`config.mk`:
```
export PLATFORM = sky130hd
export DESIGN_NAME = alu_arbiter_flat
export DESIGN_NICKNAME = d
export VERILOG_FILES = /design/src/rtl/alu_arbiter_if.sv /design/src/rtl/alu_arbiter.sv /design/src/flat_wrapper.sv
export SDC_FILE = /design/constraint.sdc
export NUM_CORES = 1
export LEC_CHECK = 0
export ABC_CLOCK_PERIOD_IN_PS = 3870
export CORE_MARGIN = 2
export CORE_UTILIZATION = 43
export DETAILED_ROUTE_END_ITERATION = 7
export PLACE_DENSITY_LB_ADDON = 0.05
export SYNTH_ARGS = -nofsm -noshare
export SYNTH_HDL_FRONTEND = slang
export SYNTH_SLANG_ARGS = --single-unit
```
`constraint.sdc`:
```
create_clock -name clk -period 3.87 [get_ports clk]
set_clock_uncertainty 0.1 [all_clocks]
set_input_delay 0.5805 -clock clk [delete_from_list [all_inputs] [get_ports clk]]
set_output_delay 0.5805 -clock clk [all_outputs]
set_load 0.02 [all_outputs]
```
`src/rtl/alu_arbiter_if.sv`:
```
`default_nettype none
// ============================================================================
//  alu_arbiter_if
//  Request/response and ALU-drive bundle for alu_arbiter.
//  Rev 1.0 - initial release
// ============================================================================
interface alu_arbiter_if;
   logic        r0_valid,  r1_valid;
   logic        r0_ready,  r1_ready;
   logic [15:0] r0_a,      r1_a;
   logic [15:0] r0_b,      r1_b;
   logic        r0_cin,    r1_cin;
   logic [3:0]  r0_op,     r1_op;
   logic        r0_inva,   r1_inva;
   logic        r0_rvalid, r1_rvalid;
   logic        r0_rready, r1_rready;
   logic [15:0] res_out;
   logic [4:0]  res_flags;
   logic [15:0] alu_a, alu_b;
   logic        alu_cin, alu_inva;
   logic [3:0]  alu_op;
   logic [15:0] alu_out;
   logic        alu_ofl, alu_z, alu_n, alu_cout, alu_err;

   modport slave (
      input  r0_valid, r0_a, r0_b, r0_cin, r0_op, r0_inva, r0_rready,
      input  r1_valid, r1_a, r1_b, r1_cin, r1_op, r1_inva, r1_rready,
      input  alu_out, alu_ofl, alu_z, alu_n, alu_cout, alu_err,
      output r0_ready, r0_rvalid, r1_ready, r1_rvalid,
      output res_out, res_flags,
      output alu_a, alu_b, alu_cin, alu_inva, alu_op
   );

   modport master (
      output r0_valid, r0_a, r0_b, r0_cin, r0_op, r0_inva, r0_rready,
      output r1_valid, r1_a, r1_b, r1_cin, r1_op, r1_inva, r1_rready,
      output alu_out, alu_ofl, alu_z, alu_n, alu_cout, alu_err,
      input  r0_ready, r0_rvalid, r1_ready, r1_rvalid,
      input  res_out, res_flags,
      input  alu_a, alu_b, alu_cin, alu_inva, alu_op
   );
endinterface
`default_nettype wire

```
`src/rtl/alu_arbiter.sv`:
```
`default_nettype none
// ============================================================================
//  alu_arbiter
//  Round-robin two-port sequencer for the shared 16-bit ALU (IDLE/EXEC/RESP).
//  Optional macro ALU_ARB_OPCHK_EN: illegal opcodes (1010, 11xx) return err.
//  Rev 1.0 - initial release
// ============================================================================
module alu_arbiter #(
   parameter bit RR_INIT = 1'b0
) (
   input  wire logic    clk,
   input  wire logic    rst_n,
   alu_arbiter_if.slave bus
);
   localparam logic [1:0] S_IDLE = 2'd0;
   localparam logic [1:0] S_EXEC = 2'd1;
   localparam logic [1:0] S_RESP = 2'd2;

   logic [1:0]  state_q, state_d;
   logic        prio_q,  prio_d;
   logic        owner_q, owner_d;
   logic [15:0] a_q, a_d, b_q, b_d;
   logic        cin_q, cin_d, inva_q, inva_d;
   logic [3:0]  op_q, op_d;
   logic [15:0] res_q, res_d;
   logic [4:0]  flags_q, flags_d;

   logic idle, gnt0, gnt1, resp_hs;

   // Ready is gated by reset so it drops asynchronously along with the state.
   assign idle    = rst_n && (state_q == S_IDLE);
   assign gnt0    = idle && bus.r0_valid && (!bus.r1_valid || !prio_q);
   assign gnt1    = idle && bus.r1_valid && (!bus.r0_valid ||  prio_q);
   assign resp_hs = (state_q == S_RESP) && (owner_q ? bus.r1_rready : bus.r0_rready);

   always_comb begin
      state_d = state_q;
      prio_d  = prio_q;
      owner_d = owner_q;
      a_d     = a_q;
      b_d     = b_q;
      cin_d   = cin_q;
      inva_d  = inva_q;
      op_d    = op_q;
      res_d   = res_q;
      flags_d = flags_q;
      case (state_q)
         S_IDLE: begin
            if (gnt0 || gnt1) begin
               owner_d = gnt1;
               a_d     = gnt1 ? bus.r1_a    : bus.r0_a;
               b_d     = gnt1 ? bus.r1_b    : bus.r0_b;
               cin_d   = gnt1 ? bus.r1_cin  : bus.r0_cin;
               inva_d  = gnt1 ? bus.r1_inva : bus.r0_inva;
               op_d    = gnt1 ? bus.r1_op   : bus.r0_op;
               state_d = S_EXEC;
            end
         end
         S_EXEC: begin
            res_d   = bus.alu_out;
            flags_d = {bus.alu_ofl, bus.alu_z, bus.alu_n, bus.alu_cout, bus.alu_err};
`ifdef ALU_ARB_OPCHK_EN
            if (op_q == 4'b1010 || op_q[3:2] == 2'b11) begin
               res_d   = 16'h0000;
               flags_d = 5'b00001;
            end
`endif
            state_d = S_RESP;
         end
         S_RESP: begin
            if (resp_hs) begin
               prio_d  = ~owner_q;
               state_d = S_IDLE;
            end
         end
         default: state_d = S_IDLE;
      endcase
   end

   always_ff @(posedge clk or negedge rst_n) begin
      if (!rst_n) begin
         state_q <= S_IDLE;
         prio_q  <= RR_INIT;
         owner_q <= 1'b0;
         a_q     <= '0;
         b_q     <= '0;
         cin_q   <= 1'b0;
         inva_q  <= 1'b0;
         op_q    <= '0;
         res_q   <= '0;
         flags_q <= '0;
      end else begin
         state_q <= state_d;
         prio_q  <= prio_d;
         owner_q <= owner_d;
         a_q     <= a_d;
         b_q     <= b_d;
         cin_q   <= cin_d;
         inva_q  <= inva_d;
         op_q    <= op_d;
         res_q   <= res_d;
         flags_q <= flags_d;
      end
   end

   assign bus.r0_ready  = gnt0;
   assign bus.r1_ready  = gnt1;
   assign bus.r0_rvalid = (state_q == S_RESP) && !owner_q;
   assign bus.r1_rvalid = (state_q == S_RESP) &&  owner_q;
   assign bus.res_out   = res_q;
   assign bus.res_flags = flags_q;
   assign bus.alu_a     = a_q;
   assign bus.alu_b     = b_q;
   assign bus.alu_cin   = cin_q;
   assign bus.alu_inva  = inva_q;
   assign bus.alu_op    = op_q;
endmodule
`default_nettype wire
```
`src/flat_wrapper.sv`:
```
// flat-port wrapper written by rule: the top's interface ports become plain ports
module alu_arbiter_flat 
#(
   parameter bit RR_INIT = 1'b0
)
  (clk, rst_n, bus_r0_valid, bus_r0_a, bus_r0_b, bus_r0_cin, bus_r0_op, bus_r0_inva, bus_r0_rready, bus_r1_valid, bus_r1_a, bus_r1_b, bus_r1_cin, bus_r1_op, bus_r1_inva, bus_r1_rready, bus_alu_out, bus_alu_ofl, bus_alu_z, bus_alu_n, bus_alu_cout, bus_alu_err, bus_r0_ready, bus_r0_rvalid, bus_r1_ready, bus_r1_rvalid, bus_res_out, bus_res_flags, bus_alu_a, bus_alu_b, bus_alu_cin, bus_alu_inva, bus_alu_op);
  alu_arbiter_if bus_i ();
  input  wire logic clk;
  input  wire logic rst_n;
  input wire logic [$bits(bus_i.r0_valid)-1:0] bus_r0_valid;
  input wire logic [$bits(bus_i.r0_a)-1:0] bus_r0_a;
  input wire logic [$bits(bus_i.r0_b)-1:0] bus_r0_b;
  input wire logic [$bits(bus_i.r0_cin)-1:0] bus_r0_cin;
  input wire logic [$bits(bus_i.r0_op)-1:0] bus_r0_op;
  input wire logic [$bits(bus_i.r0_inva)-1:0] bus_r0_inva;
  input wire logic [$bits(bus_i.r0_rready)-1:0] bus_r0_rready;
  input wire logic [$bits(bus_i.r1_valid)-1:0] bus_r1_valid;
  input wire logic [$bits(bus_i.r1_a)-1:0] bus_r1_a;
  input wire logic [$bits(bus_i.r1_b)-1:0] bus_r1_b;
  input wire logic [$bits(bus_i.r1_cin)-1:0] bus_r1_cin;
  input wire logic [$bits(bus_i.r1_op)-1:0] bus_r1_op;
  input wire logic [$bits(bus_i.r1_inva)-1:0] bus_r1_inva;
  input wire logic [$bits(bus_i.r1_rready)-1:0] bus_r1_rready;
  input wire logic [$bits(bus_i.alu_out)-1:0] bus_alu_out;
  input wire logic [$bits(bus_i.alu_ofl)-1:0] bus_alu_ofl;
  input wire logic [$bits(bus_i.alu_z)-1:0] bus_alu_z;
  input wire logic [$bits(bus_i.alu_n)-1:0] bus_alu_n;
  input wire logic [$bits(bus_i.alu_cout)-1:0] bus_alu_cout;
  input wire logic [$bits(bus_i.alu_err)-1:0] bus_alu_err;
  output wire logic [$bits(bus_i.r0_ready)-1:0] bus_r0_ready;
  output wire logic [$bits(bus_i.r0_rvalid)-1:0] bus_r0_rvalid;
  output wire logic [$bits(bus_i.r1_ready)-1:0] bus_r1_ready;
  output wire logic [$bits(bus_i.r1_rvalid)-1:0] bus_r1_rvalid;
  output wire logic [$bits(bus_i.res_out)-1:0] bus_res_out;
  output wire logic [$bits(bus_i.res_flags)-1:0] bus_res_flags;
  output wire logic [$bits(bus_i.alu_a)-1:0] bus_alu_a;
  output wire logic [$bits(bus_i.alu_b)-1:0] bus_alu_b;
  output wire logic [$bits(bus_i.alu_cin)-1:0] bus_alu_cin;
  output wire logic [$bits(bus_i.alu_inva)-1:0] bus_alu_inva;
  output wire logic [$bits(bus_i.alu_op)-1:0] bus_alu_op;
  assign bus_i.r0_valid = bus_r0_valid;
  assign bus_i.r0_a = bus_r0_a;
  assign bus_i.r0_b = bus_r0_b;
  assign bus_i.r0_cin = bus_r0_cin;
  assign bus_i.r0_op = bus_r0_op;
  assign bus_i.r0_inva = bus_r0_inva;
  assign bus_i.r0_rready = bus_r0_rready;
  assign bus_i.r1_valid = bus_r1_valid;
  assign bus_i.r1_a = bus_r1_a;
  assign bus_i.r1_b = bus_r1_b;
  assign bus_i.r1_cin = bus_r1_cin;
  assign bus_i.r1_op = bus_r1_op;
  assign bus_i.r1_inva = bus_r1_inva;
  assign bus_i.r1_rready = bus_r1_rready;
  assign bus_i.alu_out = bus_alu_out;
  assign bus_i.alu_ofl = bus_alu_ofl;
  assign bus_i.alu_z = bus_alu_z;
  assign bus_i.alu_n = bus_alu_n;
  assign bus_i.alu_cout = bus_alu_cout;
  assign bus_i.alu_err = bus_alu_err;
  assign bus_r0_ready = bus_i.r0_ready;
  assign bus_r0_rvalid = bus_i.r0_rvalid;
  assign bus_r1_ready = bus_i.r1_ready;
  assign bus_r1_rvalid = bus_i.r1_rvalid;
  assign bus_res_out = bus_i.res_out;
  assign bus_res_flags = bus_i.res_flags;
  assign bus_alu_a = bus_i.alu_a;
  assign bus_alu_b = bus_i.alu_b;
  assign bus_alu_cin = bus_i.alu_cin;
  assign bus_alu_inva = bus_i.alu_inva;
  assign bus_alu_op = bus_i.alu_op;
  alu_arbiter #(.RR_INIT(RR_INIT)) u_core (.clk(clk), .rst_n(rst_n), .bus(bus_i));
endmodule
```
==> results_tabular.tex <==
\begin{tabular}{lr}
\hline
Metric & Value \\
\hline
\multicolumn{2}{l}{\textbf{Status}} \\
\quad Run status & complete, no violations \\
\multicolumn{2}{l}{\textbf{Clock tree}} \\
\quad Clock H-tree levels & 3 \\
\quad Hold-fix buffer count after cts & 0 \\
\quad Clock buffers created by TritonCTS & 9 \\
\quad Library cell used as clock root buffer & clkbuf\_8 \\
\quad Clock tree from TritonCTS & built \\
\quad Post-cts gate resize count & 0 \\
\quad Post-CTS Setup Bufs & 0 \\
\quad Number of clock sinks seen by CTS & 63 \\
\quad Source-to-sink clock delay at the later pin of the worst-skew pair & between 0.3 and 0.4 ns \\
\quad Clock-pin slew of the registers on the worst-case setup and hold paths & 0.07 ns \\
\quad Largest buffer count on any clock path & 2 \\
\multicolumn{2}{l}{\textbf{Power}} \\
\quad Total power density per cell area & 721 mW/mm\^{}2 \\
\quad Combinational share of power & between 50 and 60\% \\
\quad Sequential power share & 32.2\% \\
\quad Internal cell power & 2300 uW \\
\quad Max IR drop VDD & 0.000333 V \\
\quad Sw Ratio & 37.6\% \\
\quad Leakage power of the design & between 0.002 and 0.0025 uW \\
\quad Net switching power of the design & 1390 uW \\
\quad Clock power frac & 15.9\% \\
\multicolumn{2}{l}{\textbf{Worst setup path}} \\
\quad CP Cell Sequence & nor3b\_4 -> buf\_4 -> and3\_1 -> clkdlybuf4s50\_1 \\
\quad Critical path type & reg -> out \\
\quad Worst stage delay on the critical path & 0.63 ns \\
\quad CP Capture Type & output port \\
\quad Sum of buffers and inverters on the critical path & 2 \\
\quad Data required time of the critical path & around 3.2 ns \\
\quad Worst setup slack for register-to-register paths & 1.44 ns \\
\quad Cell family with most CP delay & buffers and inverters \\
\quad Nature of the critical path startpoint & flop \\
\quad Highest-delay cell along the critical path & clkdlybuf4s50\_1 \\
\quad Arrival time at the worst endpoint & 2.14 ns \\
\quad Largest fanout on the critical path & 24 \\
\multicolumn{2}{l}{\textbf{Floorplanning}} \\
\quad FP Rows & 31 \\
\quad Full die area & between 0.008 and 0.009 mm\^{}2 \\
\quad Die Height & 90.7 um \\
\quad Initial Utilization & 44.6\% \\
\quad Top-Level Pins & 166 \\
\quad CORE AREA & 0.00725 mm\^{}2 \\
\quad Chip Width & 90.7 um \\
\multicolumn{2}{l}{\textbf{Timing}} \\
\quad Worst max-slew margin expressed relative to the limit & about a third \\
\quad Unrepaired setup endpoints after global routing & no \\
\quad Final Slew Violations & 0 \\
\quad Hold Fails Final Rpt & 0 \\
\quad Final sum of negative setup slack & 0 ns \\
\quad Achievable clock frequency & approximately 360 MHz \\
\quad Final period util & 72.8\% \\
\quad Final critical-path required period & 2.82 ns \\
\quad Worst slew pin tran & 0.998 ns \\
\quad Setup violators final & 0 \\
\multicolumn{2}{l}{\textbf{Drt}} \\
\quad Vias/cell & 5.34 \\
\quad Drt pass-1 iters & 4 \\
\quad Average wire per cell in the routed design & 16.2 um \\
\quad Count of vias placed by the detailed router & 3116 \\
\quad Drt drc & 0 \\
\quad Antenna viol nets, final & 0 \\
\quad Detailed-route wire length & 9480 um \\
\quad Iteration-0 DRC Markers & 128 \\
\multicolumn{2}{l}{\textbf{Place}} \\
\quad HPWL reported at the end of detailed placement & 6530 um \\
\quad Final RePlAce weighted congestion & 0.731 \\
\quad Quantity of I/O buffers inserted on ports & 165 \\
\quad Area of placed instances & just under 0.005 mm\^{}2 \\
\multicolumn{2}{l}{\textbf{Yosys}} \\
\quad Cell accounting for the most synthesized area & dfrtp\_1 \\
\quad Number of distinct library cells after synthesis & 20 \\
\quad Largest cells by area after synthesis & dfrtp\_1 49\%, o22a\_1 10\%, o211ai\_1 8.8\% \\
\quad Fraction of synthesized cell area taken by the top area cell type & 48.7\% \\
\quad Count of synthesis-stage warnings from yosys & 0 \\
\quad Post-Synthesis Mean Instance Area & about 9.8 um\^{}2 \\
\quad Register area share after synthesis & around 50\% \\
\quad Post-synth design cell area & roughly 0.0032 mm\^{}2 \\
\quad Net count of the mapped netlist & 434 \\
\quad Flip-flop and latch count after synthesis & between 60 and 70 \\
\quad Cell count after synthesis & 331 \\
\multicolumn{2}{l}{\textbf{Cells and area}} \\
\quad Area growth from synthesis to layout & 58.3\% \\
\quad Post-layout nets & 583 \\
\quad Commonest non-fill, non-tap cells in the layout & 163 x clkdlybuf4s50\_1, 63 x dfrtp\_1, 40 x inv\_1, 39 x nand2\_1, 39 x a31oi\_1 \\
\quad Most common cell after layout, fill and taps aside & clkdlybuf4s50\_1 \\
\quad End-of-flow core utilization & 70.6\% \\
\quad Filler instances & 570 \\
\quad Layout Cell Area excl Fill & approximately 0.005 mm\^{}2 \\
\quad Share of layout cells above drive strength 1 & 10.1\% \\
\quad Number of diodes added for antenna fixing & 0 \\
\multicolumn{2}{l}{\textbf{Worst hold path}} \\
\quad Classification of the worst-slack hold path & in -> async \\
\multicolumn{2}{l}{\textbf{Global routing}} \\
\quad Global-route wire length before repair & 15600 um \\
\quad Vias in the first global route & roughly 3100 \\
\quad Total track usage & 23.4\% \\
\quad Initial antenna violation count & 0 \\
\quad Overflow left after global routing & 0 \\
\quad Pin count of the biggest net entering global routing & 64 \\
\multicolumn{2}{l}{\textbf{Job}} \\
\quad Maximum Capacitance Violations & 0 \\
\hline
\end{tabular}
## kinds of logic after synthesis
kind of cell	Yosys count	share of synthesized area, %
flops	63	48.7
compound gates	120	27.4
buf+inv	75	9.52
mux	21	7.31
simple gates	52	7.00
## layer usage
metal  global-route usage (%)  share of wire [%]  vias to the layer above
met5                        0                  0                        -
li1                         -                  -                     1487
met1                     32.0                 43                     1493
met2                     36.7                 47                      126
met3                     6.01                8.1                       10
met4                     7.05                1.3                        0
## registers in the layout, summed over array words and instances (netlist names)
name,cells
u_core.bus.alu_cin,1
u_core.bus.alu_a,16
u_core.bus.alu_inva,1
u_core.bus.alu_op,4
u_core.bus.res_flags,5
u_core.bus.res_out,16
u_core.state_q,2
u_core.prio_q,1
u_core.bus.alu_b,16
u_core.owner_q,1
## power groups by stage
stage          logic [uW]  clock network [uW]  registers [uW]
2_1_floorplan         641                   0            1560
5_1_grt              2030                 625            1230
3_3_place_gp         1890                   0            1190
3_5_place_dp         1930                   0            1200
4_1_cts              1930                 597            1190
6_report             1920                 586            1190
## stage by stage
step	setup slack, ns	hold slack, ns	cells	total power [uW]
floorplan	1.62	0.185	331	2200
global placement	1.08	0.385	568	3080
detailed placement	1.02	0.392	568	3130
CTS	1.02	0.403	584	3720
global route	0.937	0.419	584	3890
finish	1.05	0.379	584	3690
## cell type report
type	instances	area (um^2)	share of cell area, %
clock buffers	10	138	2.69
clock inverters	6	70.1	1.37
inverters	40	150	2.93
multi-input cells	193	1360	26.5
flip-flops and latches	63	1580	30.8
well taps	99	124	2.42
repair buffers	173	1700	33.2
## final timing paths
kind                                                    startpoint                                  to  cells after the start
worst max-delay path                 u_core.state_q[0]$_DFFE_PN0P_                        bus_r0_ready                      4
worst min-delay path                                         rst_n    u_core.bus.alu_a[12]$_DFFE_PN0P_                      2
worst max register to register       u_core.state_q[0]$_DFFE_PN0P_    u_core.bus.alu_op[2]$_DFFE_PN0P_                      5
worst min register to register  u_core.bus.res_out[14]$_DFFE_PN0N_  u_core.bus.res_out[14]$_DFFE_PN0N_                      1
max in group asynchronous                                    rst_n       u_core.state_q[1]$_DFFE_PN0P_                      2
min in group clk                u_core.bus.res_out[14]$_DFFE_PN0N_  u_core.bus.res_out[14]$_DFFE_PN0N_                      1
## Yosys cell counts
cell type and instances:
buf_2 12, a21oi_1 2, and3_1 3, clkbuf_1 19, nor3b_2 1, inv_1 40, o21ai_0 3, buf_4 3
nor2b_1 1, and2_1 1, nand2_1 39, mux2_2 21, nor2_1 3, a31oi_1 39, buf_1 1, or2_1 1
dfrtp_1 63, o22a_1 38, o211ai_1 38, nand2b_1 3
No activity file was read; power rests on OpenSTA's default activity.
